File: config.mk
export PLATFORM = sky130hd
export DESIGN_NAME = frame_addr_sequencer
export DESIGN_NICKNAME = d
export VERILOG_FILES = /design/src/rtl/frame_pkg.sv /design/src/rtl/raster_step.sv /design/src/rtl/frame_addr_sequencer.sv
export SDC_FILE = /design/constraint.sdc
export NUM_CORES = 1
export LEC_CHECK = 0
export BUFFER_PORTS_ARGS = -buffer_cell sky130_fd_sc_hd__buf_2
export CELL_PAD_IN_SITES_DETAIL_PLACEMENT = 2
export CELL_PAD_IN_SITES_GLOBAL_PLACEMENT = 2
export CORE_MARGIN = 2
export CORE_UTILIZATION = 27
export DETAILED_ROUTE_END_ITERATION = 10
export PLACE_DENSITY = 0.7
export SETUP_SLACK_MARGIN = 0.5
export SLEW_MARGIN = 0
export SYNTH_ARGS = -nofsm -noshare
export SYNTH_HDL_FRONTEND = slang
export SYNTH_SLANG_ARGS = --single-unit
File: constraint.sdc
create_clock -name clk -period 1.75 [get_ports clk]
set_input_delay 0.0875 -clock clk [delete_from_list [all_inputs] [get_ports clk]]
set_output_delay 0.0875 -clock clk [all_outputs]
set_load 0.03 [all_outputs]
File: src/rtl/frame_pkg.sv
// Shared types and default raster size for the frame address sequencer.
// Optional feature macro used by this slice: FRAME_SERPENTINE_EN.
package frame_pkg;

   localparam int unsigned DEF_IMG_W = 64;
   localparam int unsigned DEF_IMG_H = 64;

   // 2'b11 is deliberately left unused and treated as illegal by the sequencer.
   typedef enum logic [1:0] {
      S_LOAD = 2'b00,
      S_FULL = 2'b01,
      S_SEND = 2'b10
   } state_t;

endpackage

File: src/rtl/raster_step.sv
// Combinational next-address and last-pixel detection for one raster position.
// FRAME_SERPENTINE_EN selects right-to-left scanning of odd rows.
module raster_step #(
   parameter int unsigned IMG_W = 64,
   parameter int unsigned IMG_H = 64,
   parameter int unsigned COL_W = $clog2(IMG_W),
   parameter int unsigned ROW_W = $clog2(IMG_H)
) (
   input  logic [ROW_W-1:0] row,
   input  logic [COL_W-1:0] col,
   output logic [ROW_W-1:0] next_row,
   output logic [COL_W-1:0] next_col,
   output logic             last
);

   // Compare against the real extents so non-power-of-2 sizes wrap correctly.
   localparam logic [COL_W-1:0] COL_LAST = COL_W'(IMG_W - 1);
   localparam logic [ROW_W-1:0] ROW_LAST = ROW_W'(IMG_H - 1);

   logic row_end;

`ifdef FRAME_SERPENTINE_EN
   logic odd_row;
   assign odd_row = row[0];

   always_comb begin
      row_end  = odd_row ? (col == '0) : (col == COL_LAST);
      next_row = row;
      next_col = odd_row ? (col - COL_W'(1)) : (col + COL_W'(1));
      last     = 1'b0;
      if (row_end) begin
         if (row == ROW_LAST) begin
            next_row = '0;
            next_col = '0;
            last     = 1'b1;
         end else begin
            // The following row runs in the opposite direction.
            next_row = row + ROW_W'(1);
            next_col = odd_row ? '0 : COL_LAST;
         end
      end
   end
`else
   always_comb begin
      row_end  = (col == COL_LAST);
      next_row = row;
      next_col = col + COL_W'(1);
      last     = 1'b0;
      if (row_end) begin
         next_col = '0;
         if (row == ROW_LAST) begin
            next_row = '0;
            last     = 1'b1;
         end else begin
            next_row = row + ROW_W'(1);
         end
      end
   end
`endif

endmodule

File: src/rtl/frame_addr_sequencer.sv
// Pixel address sequencer: loads a WIDTH x HEIGHT frame, then replays it under valid/ready.
// FRAME_SERPENTINE_EN (in raster_step) switches odd rows to right-to-left order.
module frame_addr_sequencer
   import frame_pkg::*;
#(
   parameter int unsigned IMG_W = DEF_IMG_W,
   parameter int unsigned IMG_H = DEF_IMG_H,
   parameter int unsigned COL_W = $clog2(IMG_W),
   parameter int unsigned ROW_W = $clog2(IMG_H)
) (
   input  logic             clk,
   input  logic             reset,
   input  logic             rx_valid,
   input  logic             start_tx,
   input  logic             tx_ready,
   output logic [ROW_W-1:0] row,
   output logic [COL_W-1:0] col,
   output logic [ROW_W-1:0] row_lag,
   output logic [COL_W-1:0] col_lag,
   output logic             w_enable,
   output logic             frame_full,
   output logic             tx_valid,
   output logic             frame_done,
   output logic             rx_overflow
);

   state_t state_q, state_d;

   logic [ROW_W-1:0] row_q, row_lag_q, next_row;
   logic [COL_W-1:0] col_q, col_lag_q, next_col;
   logic             last_pix;
   logic             w_enable_q, w_enable_d;
   logic             frame_done_q, frame_done_d;
   logic             rx_overflow_q, rx_overflow_d;
   logic             advance;
   logic             clr_addr;

   // One stepper serves both directions; only the advance condition differs.
   raster_step #(
      .IMG_W (IMG_W),
      .IMG_H (IMG_H),
      .COL_W (COL_W),
      .ROW_W (ROW_W)
   ) u_step (
      .row      (row_q),
      .col      (col_q),
      .next_row (next_row),
      .next_col (next_col),
      .last     (last_pix)
   );

   always_comb begin
      state_d       = state_q;
      advance       = 1'b0;
      clr_addr      = 1'b0;
      w_enable_d    = 1'b0;
      frame_done_d  = 1'b0;
      rx_overflow_d = rx_overflow_q;
      case (state_q)
         S_LOAD: begin
            if (rx_valid) begin
               advance    = 1'b1;
               w_enable_d = 1'b1;
               if (last_pix) state_d = S_FULL;
            end
         end
         S_FULL: begin
            if (rx_valid) rx_overflow_d = 1'b1;
            if (start_tx) state_d = S_SEND;
         end
         S_SEND: begin
            if (rx_valid) rx_overflow_d = 1'b1;
            if (tx_ready) begin
               advance = 1'b1;
               if (last_pix) begin
                  state_d      = S_LOAD;
                  frame_done_d = 1'b1;
               end
            end
         end
         default: begin
            state_d  = S_LOAD;
            clr_addr = 1'b1;
         end
      endcase
   end

   always_ff @(posedge clk) begin
      if (reset) begin
         state_q       <= S_LOAD;
         row_q         <= '0;
         col_q         <= '0;
         row_lag_q     <= '0;
         col_lag_q     <= '0;
         w_enable_q    <= 1'b0;
         frame_done_q  <= 1'b0;
         rx_overflow_q <= 1'b0;
      end else begin
         state_q       <= state_d;
         w_enable_q    <= w_enable_d;
         frame_done_q  <= frame_done_d;
         rx_overflow_q <= rx_overflow_d;
         if (clr_addr) begin
            row_q <= '0;
            col_q <= '0;
         end else if (advance) begin
            row_lag_q <= row_q;
            col_lag_q <= col_q;
            row_q     <= next_row;
            col_q     <= next_col;
         end
      end
   end

   assign row         = row_q;
   assign col         = col_q;
   assign row_lag     = row_lag_q;
   assign col_lag     = col_lag_q;
   assign w_enable    = w_enable_q;
   assign frame_done  = frame_done_q;
   assign rx_overflow = rx_overflow_q;
   assign frame_full  = (state_q == S_FULL);
   assign tx_valid    = (state_q == S_SEND);

endmodule

==> flow_summary.toml <==
[routing]
wl_per_cell_microns = 23.21
drtIter0Drc = 71
dr.pass1.iters = 4
drt-vias-per-instance = 5.252
drc_errors = 0
vias = 1581
antenna_left = 0
drt_wl_total_microns = 6987

[worst_hold_path]
hold_start = "rx_valid"
min_path_cells = 3
hold_path_end = "w_enable$_SDFF_PP0_"
worstHoldPathType = "in2reg"

[power]
combinationalPowerShare_pct = 10.7
switchingPower_mw = 0.3820
cell_internal_pwr_mw = 1.123
finalPower_mw = 1.505
p_sw_share_pct = 25.39
clkPwrFrac_pct = 45.5
p_leak_nw = 0.9868
ir_drop_v = 0.0004287
power_density_mw_per_mm2 = 616.7
seqPwrFrac_pct = 43.8

[die]
die_h_microns = 75.24
io_pins = 34
core-area_sq_mm = 0.004817
initial_utilization_pct = 28.44
die_area_sq_mm = 0.005660
rows = 25
die_w_microns = 75.24

[synth]
ys_types = 35
synth_nets = 176
synth_top_area_share_pct = 42.37
post-synth-top-area-cell = "dfxtp_1"
ys_ff_latch = 29
syn_area_per_cell_sq_um = 8.405
synth_area_leaders = "dfxtp_1, nand2_1, ha_1"
netlist_instances = 163
ys_seq_area_share_pct = 42.37
syn_area_sq_mm = 0.001370
synth_warnings = 0

[setup_path]
reg2reg_from = "state_q[1]$_SDFFE_PP0P_"
cp_slowest_cell = "or4_4"
worstPathRequired_ns = 1.97
crit_path_max_fanout = 8
crit_path_start_kind = "flop"
crit_path_end_kind = "flop"
reg2reg_slack_ns = 0.14
crit_start = "state_q[1]$_SDFFE_PP0P_"
path_cells = "inv_6, ha_4, a22o_4, nand3_4, or4_4, a21oi_2"
critPathArrivalTime_ns = 1.83
reg2reg_to = "row[4]$_SDFFE_PP0P_"
rr_worst_depth = 6
worst-setup-path-type = "reg2reg"
max_stage_delay_ns = 0.46

[final_layout]
n_fill_cell = 518
fin_nets = 246
drive_above_1_share_pct = 63.25
utilization_pct = 50.65
diodes = 0
areaGrowthSynthToFinish_pct = 78.08
finalInstanceArea_sq_mm = 0.002440

[place]
place.gp.congestion = 0.7535
postPlaceCellArea_sq_mm = 0.001768
io_buffers = 33
place_hpwl_microns = 3428

[global_routing]
grt_usage_pct = 22.95
grt_pass1_vias = 1690
grt_first_pass_wirelength_microns = 9459
grt_max_degree = 22
overflow = 0
antenna_found_initial = 0

[clock_tree]
clockBufferDepth = 2
clkSlewWorstSetupHoldPaths_ns = 0.07
root_buffer = "clkbuf_8"
cts_buffers = 5
h-tree-depth = 2
clock_sinks = 29
cts_tree = "built"
worstSkewPairLatency_ns = 0.28

[sta]
timing.fmax_mhz = 622.0
setup_viol = 0
fin_setup_tns_ns = 0
finalHoldViolations = 0
min_period_over_period_pct = 91.87
hold_slack_ns = 0.1500
rsz0062_at_grt = "yes"
period_needed_ns = 1.608
relSlewSlack_pct = 61.80
slew_violations = 0
worstMarginPinSlew_ns = 0.5730
skew_ns = 0.006814

[run_status]
status = "finished, final reports clean"

[flow_run]
maxCapViolCount = 0
per-layer routing:
metal | vias to the layer above | part of all wire (%) | GRT usage, %
met2 | 55 | 51 | 38.99
met1 | 795 | 43 | 29.13
li1 | 717 | - | -
met3 | 14 | 3.9 | 4.418
met5 | - | 0 | 0
met4 | 0 | 2.2 | 7.797
cell usage after synthesis (all sizes together):
cell type and count:
nand2 31, nor3 3, a211oi 1, and4b 1, or4 1, a21oi 19
nor4b 2, a22oi 3, o211ai 2, or2 2, a22o 1, ha 8
dfxtp 29, nor4 2, clkbuf 2, or3 2, inv 6, nor2b 2
and4 2, and3b 1, o31ai 2, nand3 5, o2111ai 2, and3 3
buf 3, o21ai 2, and2 2, nand4 6, xnor2 4, nor2 11
xor2 2, nand2b 1
cell usage in the layout (no fill, tap or decap), drive strengths merged:
cell,instances
buf,66
nand2,31
dfxtp,29
a21oi,19
nor2,12
clkbuf,8
ha,8
nand4,6
nand3,5
inv,5
xnor2,4
a22oi,3
and3,3
nor3,3
nor4,2
nor2b,2
nor4b,2
o211ai,2
and4,2
o2111ai,2
or2,2
or3,2
nand2b,2
and2,2
xor2,2
o31ai,2
o21ai,2
clkinvlp,1
and3b,1
a22o,1
or4,1
a211oi,1
and4b,1
power by group through the flow:
stage	registers [mW]	logic [mW]	clock network, mW
2_1_floorplan	0.694	0.0461	0
3_3_place_gp	0.683	0.0830	0
3_5_place_dp	0.684	0.0862	0
4_1_cts	0.663	0.124	0.684
5_1_grt	0.659	0.170	0.720
6_report	0.658	0.162	0.685
worst max-delay path: cells and delay by family, from the launching register on:
family	cells	cell delay, ns
adder cells (fa/ha/maj)	1	0.17
flip-flops	1	0.38
AND/OR/NAND/NOR	2	0.59
AO/OA/AOI/OAI	2	0.32
buffers and inverters	1	0.07
registers in the layout, summed over array words and instances, names as in the netlist:
| signal | count |
|---|---|
| col_lag | 6 |
| frame_done | 1 |
| row | 6 |
| w_enable | 1 |
| state_q | 2 |
| col | 6 |
| row_lag | 6 |
| rx_overflow | 1 |
per-stage QoR:
| step | instances | worst slack [ns] |
|---|---|---|
| final | 301 | 0.1422 |
| after global routing | 301 | 0.1078 |
| after CTS | 291 | 0.2517 |
| after detailed placement | 259 | 0.08489 |
| after global placement | 259 | 0.1969 |
| after floorplan | 163 | 0.2692 |
worst max path at each step:
stage | to | slack, ns | cells after the start
after floorplan | row[4]$_SDFFE_PP0P_ | 0.27 | 6
after global placement | row_lag[0]$_SDFFE_PP0P_ | 0.20 | 6
after detailed placement | col_lag[1]$_SDFFE_PP0P_ | 0.08 | 6
after CTS | row[4]$_SDFFE_PP0P_ | 0.25 | 6
after global routing | row[4]$_SDFFE_PP0P_ | 0.11 | 6
final | row[4]$_SDFFE_PP0P_ | 0.14 | 6
layout make-up:
cell class | count | area [sq um] | area share [%]
clock buffers | 8 | 111.4 | 4.564
inverters | 6 | 36.28 | 1.487
multi-input cells | 125 | 1114 | 45.64
flip-flops and latches | 29 | 621.8 | 25.49
well taps | 67 | 83.83 | 3.436
repair buffers | 66 | 473.0 | 19.38
timing repair:
item,4_1_cts,5_1_grt
setup buffers,22,10
gates resized for setup,25,45
setup endpoints to repair,27,29
gates cloned,2,0
hold buffers,0,0
hold endpoints to repair,0,0
pin swaps,21,28
kinds of logic (layout without fill, tap and decap cells):
group                      Yosys count  in the layout  synth area share (%)
and+or+nand+nor                     77             79                 29.22
AOI/OAI and AO/OA                   32             32                 14.06
DFF                                 29             29                 42.37
buffers and inverters               11             80                 3.196
adders and majority gates            8              8                 7.306
xor gates and xnor gates             6              6                 3.836
Power figures use the tool's default switching activity.
